## config.mk

```make
export PLATFORM = sky130hd
export DESIGN_NAME = pattern_serializer
export DESIGN_NICKNAME = d
export VERILOG_FILES = /design/src/rtl/pattern_serializer_pkg.sv /design/src/rtl/pattern_serializer_frame_shifter.sv /design/src/rtl/pattern_serializer.sv
export SDC_FILE = /design/constraint.sdc
export NUM_CORES = 1
export LEC_CHECK = 0
export CAP_MARGIN = 20
export CORE_MARGIN = 1
export CORE_UTILIZATION = 45
export CTS_CLUSTER_DIAMETER = 150
export DETAILED_ROUTE_END_ITERATION = 8
export GPL_ROUTABILITY_DRIVEN = 0
export PLACE_DENSITY = 0.74
export SYNTH_ARGS = -nofsm -noshare
export SYNTH_HDL_FRONTEND = slang
export SYNTH_SLANG_ARGS = --single-unit
```

## constraint.sdc

```tcl
create_clock -name clk -period 2.4 [get_ports clk]
set_input_delay 0.36 -clock clk [delete_from_list [all_inputs] [get_ports clk]]
set_output_delay 0.36 -clock clk [all_outputs]
set_load 0.03 [all_outputs]
```

## src/rtl/pattern_serializer_pkg.sv

```systemverilog
//============================================================================
// pattern_serializer_pkg
//   Shared constants and types for the serial pattern path (transmitter and
//   detector side).
//   Revision: 1.0
//============================================================================
`default_nettype none

package pattern_serializer_pkg;

    // Default frame shared with the sequence detector
    localparam int                       DEFAULT_WIDTH   = 12;
    localparam logic [DEFAULT_WIDTH-1:0] DEFAULT_PATTERN = 12'b1110_1101_1011;
    localparam int                       DEFAULT_GAP     = 2;

    // Transmitter FSM encoding
    typedef enum logic [1:0] {
        S_IDLE  = 2'd0,
        S_SHIFT = 2'd1,
        S_GAP   = 2'd2
    } ser_state_t;

    // Larger of two integers, used to size the shared bit/gap counter
    function automatic int max_int(input int a, input int b);
        return (a > b) ? a : b;
    endfunction

endpackage

`default_nettype wire

```

## src/rtl/pattern_serializer_frame_shifter.sv

```systemverilog
//============================================================================
// pattern_serializer_frame_shifter
//   Loadable WIDTH-bit left shifter. Load has priority over shift; zeros
//   enter at the LSB so the register drains to all-zero after WIDTH shifts.
//   Revision: 1.0
//============================================================================
`default_nettype none

module pattern_serializer_frame_shifter #(
    parameter int WIDTH = 12
) (
    input  logic             clk,
    input  logic             reset,
    input  logic             load,
    input  logic             shift,
    input  logic [WIDTH-1:0] load_value,
    output logic             msb
);

    logic [WIDTH-1:0] shift_reg;

    // Frame register: parallel load or shift left by one, zero fill
    always_ff @(posedge clk or negedge reset) begin
        if (!reset) begin
            shift_reg <= '0;
        end else if (load) begin
            shift_reg <= load_value;
        end else if (shift) begin
            shift_reg <= {shift_reg[WIDTH-2:0], 1'b0};
        end
    end

    assign msb = shift_reg[WIDTH-1];

endmodule

`default_nettype wire

```

## src/rtl/pattern_serializer.sv

```systemverilog
//============================================================================
// pattern_serializer
//   Sends a fixed WIDTH-bit frame MSB-first, repeated 'count' times with
//   GAP idle cycles between frames. All outputs come straight from flops.
//   Revision: 1.0
//============================================================================
`default_nettype none

module pattern_serializer
    import pattern_serializer_pkg::*;
#(
    parameter int               WIDTH   = DEFAULT_WIDTH,
    parameter logic [WIDTH-1:0] PATTERN = DEFAULT_PATTERN,
    parameter int               GAP     = DEFAULT_GAP
) (
    input  logic       clk,
    input  logic       reset,
    input  logic       start,
    input  logic [3:0] count,
    output logic       x_out,
    output logic       valid,
    output logic       busy,
    output logic       done
);

    // One counter serves as bit index in SHIFT and gap index in GAP
    localparam int               CNT_W    = $clog2(max_int(WIDTH, GAP + 1));
    localparam logic [CNT_W-1:0] BIT_LAST = CNT_W'(WIDTH - 1);
    localparam logic [CNT_W-1:0] GAP_LAST = CNT_W'((GAP > 0) ? (GAP - 1) : 0);
    localparam bit               HAS_GAP  = (GAP > 0);

    ser_state_t       state;
    ser_state_t       next_state;
    logic [CNT_W-1:0] cnt;
    logic [3:0]       frames_rem;

    // Control strobes from the next-state logic
    logic             load;
    logic             shift;
    logic             accept;
    logic             advance;
    logic             cnt_clr;

    // Next values of the registered status outputs
    logic             valid_d;
    logic             busy_d;
    logic             done_d;

    // The shifter has drained to zero whenever the FSM is not in SHIFT,
    // so its MSB flop is directly the serial output.
    pattern_serializer_frame_shifter #(
        .WIDTH (WIDTH)
    ) u_frame_shifter (
        .clk        (clk),
        .reset      (reset),
        .load       (load),
        .shift      (shift),
        .load_value (PATTERN),
        .msb        (x_out)
    );

    // State register
    always_ff @(posedge clk or negedge reset) begin
        if (!reset) begin
            state <= S_IDLE;
        end else begin
            state <= next_state;
        end
    end

    // Next-state and datapath control
    always_comb begin
        next_state = state;
        load       = 1'b0;
        shift      = 1'b0;
        accept     = 1'b0;
        advance    = 1'b0;
        cnt_clr    = 1'b1;
        case (state)
            S_IDLE: begin
                // count of zero is a rejected request
                if (start && (count != 4'd0)) begin
                    next_state = S_SHIFT;
                    load       = 1'b1;
                    accept     = 1'b1;
                end
            end
            S_SHIFT: begin
                cnt_clr = 1'b0;
                if (cnt == BIT_LAST) begin
                    cnt_clr = 1'b1;
                    if (frames_rem == 4'd0) begin
                        // final shift leaves the register all-zero
                        next_state = S_IDLE;
                        shift      = 1'b1;
                    end else if (HAS_GAP) begin
                        next_state = S_GAP;
                        shift      = 1'b1;
                    end else begin
                        // back-to-back frame, no idle cycle
                        load    = 1'b1;
                        advance = 1'b1;
                    end
                end else begin
                    shift = 1'b1;
                end
            end
            S_GAP: begin
                cnt_clr = 1'b0;
                if (cnt == GAP_LAST) begin
                    cnt_clr    = 1'b1;
                    next_state = S_SHIFT;
                    load       = 1'b1;
                    advance    = 1'b1;
                end
            end
            default: begin
                next_state = S_IDLE;
            end
        endcase
    end

    // Next values of the status outputs, decoded from the upcoming state
    always_comb begin
        valid_d = (next_state == S_SHIFT);
        busy_d  = (next_state != S_IDLE);
        done_d  = (state == S_SHIFT) && (next_state == S_IDLE);
    end

    // Registered status outputs
    always_ff @(posedge clk or negedge reset) begin
        if (!reset) begin
            valid <= 1'b0;
            busy  <= 1'b0;
            done  <= 1'b0;
        end else begin
            valid <= valid_d;
            busy  <= busy_d;
            done  <= done_d;
        end
    end

    // Shared bit/gap counter, restarted at every frame or gap boundary
    always_ff @(posedge clk or negedge reset) begin
        if (!reset) begin
            cnt <= '0;
        end else if (cnt_clr) begin
            cnt <= '0;
        end else begin
            cnt <= cnt + 1'b1;
        end
    end

    // Frames still to send after the current one
    always_ff @(posedge clk or negedge reset) begin
        if (!reset) begin
            frames_rem <= 4'd0;
        end else if (accept) begin
            frames_rem <= count - 4'd1;
        end else if (advance) begin
            frames_rem <= frames_rem - 4'd1;
        end
    end

endmodule

`default_nettype wire

```

==> results.txt, run 1 <==
----------------------------------------------------
[Layout]
  Area added between synthesis and finish ... 13.6%
  Sequential cell area ... 626 sq um
  Max FFs per register ... 12
  Ratio of cells with drive above 1 in the final layout ... 14.9%
  Net count of the finished layout ... 149
  Final standard cell area without fillers ... 1490 sq um
  Number of antenna cells inserted ... 0
  Fillers ... about 240
  Area used by multi-input combinational logic ... around 650 sq um

[Placed design]
  Number of buffers inserted by port buffering ... 10
  Area after DPL ... 1460 sq um
  DP Wirelength ... 1860 microns

[Synth]
  Post-synthesis register bit count ... 25
  Mapped Cells ... 119
  Post-Synthesis Cell Area ... around 1300 sq um
  Synthesized-area fraction occupied by and/or/nand/nor cells ... between 15 and 20%
  Count of different cell masters after synthesis ... 44
  Largest area contributor in the netlist ... sky130_fd_sc_hd__dfrtp_1
  Share of synthesized area occupied by flip-flops and latches ... 47.6%
  Cell with the most instances after synthesis ... sky130_fd_sc_hd__dfrtp_1
  Adder-Cell Fraction of Synth Area ... 6.66%
  Post-synthesis share of cell area spent on xor and xnor gates ... under 10%
  Primary flip-flop cell chosen by synthesis mapping ... sky130_fd_sc_hd__dfrtp_1
  Commonest cells in the synthesized netlist ... sky130_fd_sc_hd__dfrtp_1, sky130_fd_sc_hd__nor2_1, sky130_fd_sc_hd__ha_1
  EDFF count, synth ... 0
  Share of synthesized flip-flops with an asynchronous set or reset ... 100%
  Area share of the largest cell type after synthesis ... ~48%
  Dominant combinational cell family by area after synthesis ... compound AO/OA/AOI/OAI gates
  Proportion of synthesized area in mux cells ... 2.38%
  Mean Syn Cell Area ... 11.1 sq um
  Synthesis Warnings ... 0
  Leading cell types by total area after synthesis ... sky130_fd_sc_hd__dfrtp_1, sky130_fd_sc_hd__ha_1, sky130_fd_sc_hd__nor2_1
  Area fraction in compound gates after synthesis ... 18.9%
  Post-Synthesis Net Count ... 133

[STA]
  Setup TNS ... 0 ns
  Setup violators final ... 0
  Final critical path time including I/O delays and setup ... 2.23 ns
  Max Clock Skew ... roughly 0.0077 ns
  Slew Viols, Final ... 0
  Top achievable clock speed ... ~450 MHz
  Unrepaired setup endpoints after global routing ... false
  Final Hold Vio Count ... 0
  Tightest Pin Transition ... between 0.4 and 0.5 ns
  Max-slew headroom at the worst pin ... 69.8%
  Worst hold margin ... 0.378 ns
  Final period util ... between 90 and 100%

[Global routing]
  All-layer global routing usage ... between 10% and 20%
  Wire length of the first global-routing pass ... about 4300 microns
  Largest net degree at the start of global routing ... 26
  Total congestion overflow ... 0
  Antenna violations before repair ... 0
  Vias in the first global route ... 1022

[Drt]
  Detailed-route DRC error count ... 0
  Routed len/inst ... 15.2 microns
  Vias after detailed routing ... between 900 and 1000
  Initial drt markers ... 21
  Vias per std cell ... roughly 6
  DRT Wirelength ... 2510 microns
  Iteration count of the initial detailed-routing pass ... 4
  Antenna Nets Post-Route ... 0

[Floorplan]
  Chip height ... 56.1 microns
  Number of top-level design ports ... 11
  Starting Density ... 47.7%
  Horizontal die dimension ... 56.1 microns
  Number of core rows ... 19
  Total Die Area ... 3140 sq um
  Placeable Area ... 2760 sq um

[Hold path]
  Worst min-delay path category ... in -> async

[Setup path]
  Crit path buffers/inverters ... 1
  Maximum net fanout on the critical path ... 11
  Worst Setup End Kind ... flop
  Top cell by count, worst path ... sky130_fd_sc_hd__ha_1
  Slowest library cell on the worst path ... sky130_fd_sc_hd__dfrtp_1
  Required time at the endpoint of the critical path ... approximately 2.7 ns
  Data arrival at the endpoint of the critical path ... 2.49 ns
  Critical path start-end classification ... reg -> reg
  Slack of the worst reg-to-reg path ... 0.17 ns
  Critical path's largest stage delay ... 0.43 ns
  Kind of cell adding the most delay to the critical path ... adder cells
  Critical Path Source Type ... flop
  Crit path cell chain ... clkinv_1 > ha_1 > nand2_4 > mux2i_1 > ha_1 > xor2_1 > nor2_1 > a21oi_1

[Flow run]
  Number of maximum-capacitance constraint violations ... 0

[Power]
  Worst vdd rail ir drop ... about 0.00064 V
  Power density normalized to cell area ... 1190 nW/um^2
  Total chip power ... 1780 uW
  Static leakage ... 0.000646 uW

[Clock tree]
  TritonCTS buffer count ... 3
  Number of buffers on the longest clock path ... 2
  Clock network latency to the later pin of the worst-skew pair ... ~0.33 ns
  TritonCTS clock tree ... yes
  Number of H-tree branching levels ... 1
  Post-CTS Setup Repair Bufs ... 0
  Clock slew at reported path FFs ... 0.15 ns
  Number of clock sinks ... 25
  Root cell of the clock tree ... sky130_fd_sc_hd__clkbuf_4
  Cts repair resizes ... 0
  Hold_buf cts ... 0

[Outcome]
  Status ... finished, final reports clean

----------------------------------------------------
-- worst paths after layout --
kind,from,end,cells past startpoint
min in group clk,u_frame_shifter.shift_reg[2]$_DFFE_PN0P_,u_frame_shifter.shift_reg[3]$_DFFE_PN0P_,1
setup reg to reg,state[1]$_DFF_PN0_,frames_rem[2]$_DFFE_PN0P_,8
setup / recovery,state[1]$_DFF_PN0_,frames_rem[2]$_DFFE_PN0P_,8
max in group asynchronous,reset,cnt[2]$_DFF_PN0_,2
hold reg to reg,u_frame_shifter.shift_reg[2]$_DFFE_PN0P_,u_frame_shifter.shift_reg[3]$_DFFE_PN0P_,1
hold / removal,reset,u_frame_shifter.shift_reg[1]$_DFFE_PN0P_,2
-- kinds of logic (layout without fill, tap and decap cells) --
group | Yosys count | after routing
AO/OA/AOI/OAI | 32 | 32
AND/OR/NAND/NOR | 40 | 40
adder cells (fa/ha/maj) | 7 | 7
buffers and inverters | 7 | 22
flip-flops | 25 | 25
XOR/XNOR | 5 | 5
multiplexers | 3 | 3
-- power by group --
group	switching [uW]	internal [uW]	leakage, uW
Combinational	437	389	0.000334
Clock	134	63.8	0.0000139
Sequential	140	612	0.000299
Total	711	1060	0.000646
-- worst register-to-register path, delay by kind of cell (launching register included) --
family / cells / cell delay, ns
buffers and inverters: 1 / 0.29
AO/OA/AOI/OAI: 1 / 0.12
XOR/XNOR: 1 / 0.21
AND/OR/NAND/NOR: 2 / 0.22
multiplexers: 1 / 0.26
adder cells (fa/ha/maj): 2 / 0.63
flip-flops: 1 / 0.43
-- layout make-up --
cell class / instances / share of cell area [%]
clock buffers: 3 / 1.51
clock inverters: 1 / 0.503
inverters: 4 / 1.01
multi-input cells: 87 / 43.8
flip-flops and latches: 25 / 41.9
well taps: 31 / 2.60
repair buffers: 14 / 8.71
-- per-layer routing --
metal  part of all wire, %  wire length (microns)  up-vias  GRT usage (%)
met3                   2.9                     73        7           2.09
li1                      -                      -      467              -
met2                    50                   1260       21           31.8
met1                    44                   1110      481           20.2
met5                     0                      0        -              0
met4                   2.6                     64        0           8.71
-- layout by cell type (no fill, tap or decap), drive strengths merged, types with 4 or more instances in the layout --
| master | n |
|---|---|
| o22ai | 5 |
| o21ai | 6 |
| dfrtp | 25 |
| nor3 | 6 |
| nand2 | 7 |
| buf | 4 |
| a21oi | 7 |
| clkdlybuf4s50 | 10 |
| xor2 | 4 |
| nor2 | 11 |
| ha | 7 |
-- per-stage QoR --
stage          utilization, %  worst slack [ns]  std cells
5_1_grt                  54.2            0.0219        165
3_3_place_gp             53.1             0.141        161
4_1_cts                  54.2             0.181        165
2_1_floorplan               -             0.376        119
6_report                 54.2             0.168        165
3_5_place_dp             53.1            0.0237        161
(Power assumes the default switching activity.)
==> run 2, diff against run 1 <==
CORE_MARGIN = 2   (was 1)
SKIP_LAST_GASP = 1   (was not set)
SYNTH_HIERARCHICAL = 1   (was not set)
==> results.txt, run 2 <==
----------------------------------------------------
[Setup path]
  Critical path start-end classification ... in -> reg (was reg -> reg)
  Logic depth of the worst path, buffers included ... 8 (unchanged)
  Crit. Startpoint ... count[1] (was state[1]$_DFF_PN0_)
  Worst Setup End Kind ... flop (unchanged)
  Data arrival at the endpoint of the critical path ... 2.35 ns (was 2.49 ns)
  Crit path buffers/inverters ... 1 (unchanged)
  Worst reg-to-reg path cell count ... 6 (was 8)
  Slowest library cell on the worst path ... sky130_fd_sc_hd__o41a_1 (was sky130_fd_sc_hd__dfrtp_1)
  Source of the worst register-to-register timing path ... state[1]$_DFF_PN0_ (unchanged)
  Maximum net fanout on the critical path ... 6 (was 11)
  Critical path's largest stage delay ... 0.50 ns (was 0.43 ns)
  Critical Path Source Type ... input pin (was flop)
  Crit path cell chain ... clkdlybuf4s50_1 > o41a_1 > nand2_2 > mux2i_1 > ha_1 > nand2_1 > xor2_1 > a21oi_1 (was clkinv_1 > ha_1 > nand2_4 > mux2i_1 > ha_1 > xor2_1 > nor2_1 > a21oi_1)
  Required time at the endpoint of the critical path ... 2.65 ns (was 2.66 ns)
  Kind of cell adding the most delay to the critical path ... compound AO/OA/AOI/OAI gates (was adder cells)

[Clock tree]
  Post-CTS Setup Repair Bufs ... 0 (unchanged)
  Number of buffers on the longest clock path ... 2 (unchanged)
  Clock network latency to the later pin of the worst-skew pair ... 0.32 ns (was 0.33 ns)
  TritonCTS buffer count ... 3 (unchanged)
  Number of H-tree branching levels ... 1 (unchanged)
  Root cell of the clock tree ... sky130_fd_sc_hd__clkbuf_4 (unchanged)
  Number of clock sinks ... 25 (unchanged)
  TritonCTS clock tree ... yes (unchanged)
  Clock slew at reported path FFs ... 0.15 ns (about the same)
  Cts repair resizes ... 0 (unchanged)
  Hold_buf cts ... 0 (unchanged)

[Drt]
  Initial drt markers ... 14 (was 21)
  Routed len/inst ... 12.2 microns (was 15.2 microns)
  Detailed-route DRC error count ... 0 (unchanged)
  Vias per std cell ... 5.01 (was 5.92)
  Iteration count of the initial detailed-routing pass ... 4 (unchanged)
  Vias after detailed routing ... 902 (was 976)
  DRT Wirelength ... 2200 microns (was 2510 microns)
  Antenna Nets Post-Route ... 0 (unchanged)

[Layout]
  Most common cell after layout, fill and taps aside ... sky130_fd_sc_hd__dfrtp_1 (unchanged)
  Area added between synthesis and finish ... 16.8% (was 13.6%)
  Ratio of cells with drive above 1 in the final layout ... 8.05% (was 14.9%)
  Number of antenna cells inserted ... 0 (unchanged)
  Max FFs per register ... 12 (unchanged)
  Fin cells ... 180 (was 165)
  Net count of the finished layout ... 164 (was 149)
  Most used cells in the layout excluding fill and tap cells ... sky130_fd_sc_hd__dfrtp_1, sky130_fd_sc_hd__nand2_1, sky130_fd_sc_hd__mux2i_1 (was sky130_fd_sc_hd__dfrtp_1, sky130_fd_sc_hd__nor2_1, sky130_fd_sc_hd__clkdlybuf4s50_1)
  Final standard cell area without fillers ... 1530 sq um (was 1490 sq um)

[STA]
  Final Hold Vio Count ... 0 (unchanged)
  Unrepaired setup endpoints after global routing ... false (unchanged)
  Setup TNS ... 0 ns (unchanged)
  Top achievable clock speed ... 477 MHz (was 448 MHz)
  Post-route worst setup slack ... 0.302 ns (was 0.168 ns)
  Max Clock Skew ... 0.0128 ns (was 0.00767 ns)
  Final period util ... 87.4% (was 93.0%)
  Final critical path time including I/O delays and setup ... 2.10 ns (was 2.23 ns)
  Setup violators final ... 0 (unchanged)
  Slew Viols, Final ... 0 (unchanged)

[Placed design]
  Worst slack at placement ... -0.0300 ns (was 0.0237 ns)
  Number of buffers inserted by port buffering ... 10 (unchanged)
  DP Wirelength ... 1640 microns (was 1860 microns)
  Cell count after placement ... 176 (was 161)
  Area after DPL ... 1500 sq um (was 1460 sq um)

[Global routing]
  All-layer global routing usage ... 14.3% (was 17.5%)
  Total congestion overflow ... 0 (unchanged)
  Largest net degree at the start of global routing ... 26 (unchanged)
  Wire length of the first global-routing pass ... 3750 microns (was 4310 microns)
  Vias in the first global route ... 879 (was 1022)
  Antenna violations before repair ... 0 (unchanged)

[Floorplan]
  Number of top-level design ports ... 11 (unchanged)
  Horizontal die dimension ... 58.0 microns (was 56.1 microns)
  Number of core rows ... 19 (unchanged)
  Placeable Area ... 2760 sq um (unchanged)
  Starting Density ... 47.6% (was 47.7%)
  Total Die Area ... 3360 sq um (was 3140 sq um)
  Chip height ... 58.0 microns (was 56.1 microns)

[Power]
  Worst vdd rail ir drop ... 0.000662 V (was 0.000642 V)
  Static leakage ... 0.000697 uW (was 0.000646 uW)
  Power density normalized to cell area ... 1110 nW/um^2 (was 1190 nW/um^2)
  Total chip power ... 1700 uW (was 1780 uW)

[Synth]
  Post-Synthesis Cell Area ... 1310 sq um (was 1320 sq um)
  Synthesis Warnings ... 6 (was 0)
  Cell with the most instances after synthesis ... sky130_fd_sc_hd__dfrtp_1 (unchanged)
  Area share of the largest cell type after synthesis ... 47.7% (was 47.6%)
  EDFF count, synth ... 0 (unchanged)
  Share of synthesized area occupied by flip-flops and latches ... 47.7% (was 47.6%)
  Leading cell types by total area after synthesis ... sky130_fd_sc_hd__dfrtp_1, sky130_fd_sc_hd__mux2i_1, sky130_fd_sc_hd__ha_1 (was sky130_fd_sc_hd__dfrtp_1, sky130_fd_sc_hd__ha_1, sky130_fd_sc_hd__nor2_1)
  Mean Syn Cell Area ... 10.5 sq um (was 11.1 sq um)
  Mapped Cells ... 125 (was 119)
  Commonest cells in the synthesized netlist ... sky130_fd_sc_hd__dfrtp_1, sky130_fd_sc_hd__nand2_1, sky130_fd_sc_hd__mux2i_1 (was sky130_fd_sc_hd__dfrtp_1, sky130_fd_sc_hd__nor2_1, sky130_fd_sc_hd__ha_1)
  Post-synthesis register bit count ... 25 (unchanged)
  Count of different cell masters after synthesis ... 37 (was 44)
  Primary flip-flop cell chosen by synthesis mapping ... sky130_fd_sc_hd__dfrtp_1 (unchanged)
  Largest area contributor in the netlist ... sky130_fd_sc_hd__dfrtp_1 (unchanged)
  Share of synthesized flip-flops with an asynchronous set or reset ... 100% (unchanged)

[Hold path]
  Worst min-delay path category ... in -> async (unchanged)

[Flow run]
  Number of maximum-capacitance constraint violations ... 0 (unchanged)

[Outcome]
  Status ... finished, final reports clean (unchanged)

----------------------------------------------------
## run 2: kinds of logic after synthesis
group	share of synthesized area [%]
compound gates	10.9
xor+xnor	3.34
fa+ha+maj	6.67
buf+inv	3.05
flops	47.7
mux	11.1
other cells	0.572
simple gates	16.8
## run 2: final timing paths
| check | to | slack (ns) |
|---|---|---|
| min in group clk | cnt[0]$_DFF_PN0_ | 0.51 |
| hold reg to reg | cnt[0]$_DFF_PN0_ | 0.51 |
| max in group asynchronous | frames_rem[3]$_DFFE_PN0P_ | 1.77 |
| setup / recovery | frames_rem[2]$_DFFE_PN0P_ | 0.30 |
| setup reg to reg | busy$_DFF_PN0_ | 0.45 |
| hold / removal | u_frame_shifter/shift_reg[2]$_DFFE_PN0P_ | 0.38 |
## run 2: metrics by stage
step                hold slack, ns  utilization (%)
floorplan                   0.0644                -
global placement             0.476             54.5
detailed placement           0.494             54.5
CTS                          0.380             55.6
global route                 0.414             55.6
finish                       0.381             55.6
## run 2: power breakdown
| group | leakage (uW) | switching (uW) | total, uW | internal (uW) |
|---|---|---|---|---|
| sequential | 0.000309 | 123 | 727 | 604 |
| clock | 0.0000139 | 126 | 189 | 63.5 |
| combinational | 0.000373 | 413 | 784 | 371 |
## run 2: layer usage
metal	part of all wire, %	track usage, %
met5	0	0
met4	1.0	5.65
met3	3.5	2.90
met2	47	23.7
met1	49	18.5
## run 2: final cells by class
type	instances	area, sq um
Clock buffer	3	22.5
Sequential cell	25	626
Timing Repair Buffer	13	135
Fill cell	247	1220
Multi-Input combinational cell	102	684
Tap cell	31	38.8
Clock inverter	1	7.51
Inverter	5	18.8
==> run 3, diff against run 2 <==
CORE_UTILIZATION = 56   (was 45)
PLACE_DENSITY = 0.87   (was 0.74)
==> results.txt, run 3 (synthesized netlist as in run 2, its figures left out) <==
----------------------------------------------------
[Drt]
  Antenna Nets Post-Route ... 0 (unchanged)
  Iteration count of the initial detailed-routing pass ... 4 (unchanged)
  Detailed-route DRC error count ... 0 (unchanged)
  Vias per std cell ... 5.39 (was 5.01)
  Initial drt markers ... 32 (was 14)
  DRT Wirelength ... 2350 microns (was 2200 microns)
  Routed len/inst ... 13.2 microns (was 12.2 microns)
  Vias after detailed routing ... 959 (was 902)

[Placed design]
  DP Wirelength ... 1750 microns (was 1640 microns)
  Cell count after placement ... 174 (was 176)
  Number of buffers inserted by port buffering ... 10 (unchanged)

[STA]
  Final Hold Vio Count ... 0 (unchanged)
  Unrepaired setup endpoints after global routing ... false (unchanged)
  Final period util ... 85.0% (was 87.4%)
  Top achievable clock speed ... 490 MHz (was 477 MHz)
  Final critical path time including I/O delays and setup ... 2.04 ns (was 2.10 ns)
  Setup TNS ... 0 ns (unchanged)
  Worst hold margin ... 0.382 ns (was 0.381 ns)
  Max Clock Skew ... 0.00524 ns (was 0.0128 ns)
  Setup violators final ... 0 (unchanged)
  Slew Viols, Final ... 0 (unchanged)

[Layout]
  Most used cells in the layout excluding fill and tap cells ... sky130_fd_sc_hd__dfrtp_1, sky130_fd_sc_hd__nand2_1, sky130_fd_sc_hd__mux2i_1 (unchanged)
  Net count of the finished layout ... 165 (was 164)
  Max FFs per register ... 12 (unchanged)
  Fin cells ... 178 (was 180)
  Number of antenna cells inserted ... 0 (unchanged)
  Ratio of cells with drive above 1 in the final layout ... 8.67% (was 8.05%)
  Area added between synthesis and finish ... 16.1% (was 16.8%)
  Most common cell after layout, fill and taps aside ... sky130_fd_sc_hd__dfrtp_1 (unchanged)
  Share of the core filled with cells ... 68.9% (was 55.6%)

[Clock tree]
  Number of buffers on the longest clock path ... 2 (unchanged)
  Clock slew at reported path FFs ... 0.14 ns (was 0.15 ns)
  Cts repair resizes ... 0 (unchanged)
  Post-CTS Setup Repair Bufs ... 0 (unchanged)
  Hold_buf cts ... 0 (unchanged)
  Clock network latency to the later pin of the worst-skew pair ... 0.32 ns (about the same)
  Number of clock sinks ... 25 (unchanged)
  TritonCTS buffer count ... 3 (unchanged)
  TritonCTS clock tree ... yes (unchanged)
  Root cell of the clock tree ... sky130_fd_sc_hd__clkbuf_4 (unchanged)
  Number of H-tree branching levels ... 1 (unchanged)

[Floorplan]
  Total Die Area ... 2750 sq um (was 3360 sq um)
  Chip height ... 52.4 microns (was 58.0 microns)
  Number of top-level design ports ... 11 (unchanged)
  Starting Density ... 59.3% (was 47.6%)
  Horizontal die dimension ... 52.4 microns (was 58.0 microns)
  Placeable Area ... 2210 sq um (was 2760 sq um)
  Number of core rows ... 17 (was 19)

[Power]
  Static leakage ... 0.000698 uW (was 0.000697 uW)
  Power density normalized to cell area ... 1120 nW/um^2 (was 1110 nW/um^2)
  Total chip power ... 1710 uW (was 1700 uW)
  Worst vdd rail ir drop ... 0.000592 V (was 0.000662 V)

[Global routing]
  Vias in the first global route ... 934 (was 879)
  Total congestion overflow ... 0 (unchanged)
  Largest net degree at the start of global routing ... 26 (unchanged)
  Antenna violations before repair ... 0 (unchanged)
  All-layer global routing usage ... 20.2% (was 14.3%)
  Wire length of the first global-routing pass ... 4030 microns (was 3750 microns)

[Setup path]
  Critical path start-end classification ... in -> reg (unchanged)
  Worst reg-to-reg path cell count ... 7 (was 6)
  Maximum net fanout on the critical path ... 6 (unchanged)
  Required time at the endpoint of the critical path ... 2.66 ns (was 2.65 ns)
  Worst Setup End Kind ... flop (unchanged)
  Critical Path Source Type ... input pin (unchanged)
  Data arrival at the endpoint of the critical path ... 2.30 ns (was 2.35 ns)

[Flow run]
  Number of maximum-capacitance constraint violations ... 0 (unchanged)

[Hold path]
  Worst min-delay path category ... in -> async (unchanged)

[Outcome]
  Status ... finished, final reports clean (unchanged)

----------------------------------------------------
## run 3: per-stage QoR
| step | instance area, sq um | worst slack (ns) |
|---|---|---|
| 4_1_cts | 1520 | 0.365 |
| 3_3_place_gp | 1490 | 0.105 |
| 2_1_floorplan | 1350 | 0.612 |
| 5_1_grt | 1520 | 0.220 |
| 3_5_place_dp | 1490 | 0.0257 |
| 6_report | 1520 | 0.359 |
## run 3: final timing paths
kind,startpoint,to,slack [ns]
worst max-delay path,count[1],frames_rem[2]$_DFFE_PN0P_,0.36
worst min-delay path,reset,u_frame_shifter/shift_reg[5]$_DFFE_PN0P_,0.38
worst max register to register,state[1]$_DFF_PN0_,busy$_DFF_PN0_,0.44
worst min register to register,cnt[0]$_DFF_PN0_,cnt[0]$_DFF_PN0_,0.51
max in group asynchronous,reset,frames_rem[1]$_DFFE_PN0P_,1.78
min in group clk,cnt[0]$_DFF_PN0_,cnt[0]$_DFF_PN0_,0.51
## run 3: power by group
| group | switching (uW) | leakage [uW] | total [uW] | internal, uW |
|---|---|---|---|---|
| combinational | 422 | 0.000375 | 788 | 366 |
| clock | 132 | 0.0000139 | 195 | 63.6 |
| sequential | 126 | 0.000309 | 730 | 604 |
| total | 679 | 0.000698 | 1710 | 1030 |
## run 3: area by class of cell
type / instances / area (sq um)
clock inverters: 1 / 7.51
repair buffers: 14 / 130
multi-input cells: 102 / 684
well taps: 28 / 35.0
flip-flops and latches: 25 / 626
fillers: 166 / 688
clock buffers: 3 / 22.5
inverters: 5 / 18.8
## run 3: routing by layer
metal  global-route usage (%)  part of all wire (%)  up-vias
li1                         -                     -      476
met1                     26.7                    47      460
met2                     32.5                    48       21
met3                     2.86                   3.5        2
met4                     9.83                  0.68        0
met5                        0                     0        -
## run 3: critical path: stages
cell                              delay, ns
sky130_fd_sc_hd__clkdlybuf4s50_1       0.44
sky130_fd_sc_hd__o41a_1                0.51
sky130_fd_sc_hd__nand2_2               0.17
sky130_fd_sc_hd__mux2i_1               0.25
sky130_fd_sc_hd__ha_1                  0.21
sky130_fd_sc_hd__nand2_1               0.07
sky130_fd_sc_hd__xor2_1                0.15
sky130_fd_sc_hd__a21oi_1               0.14
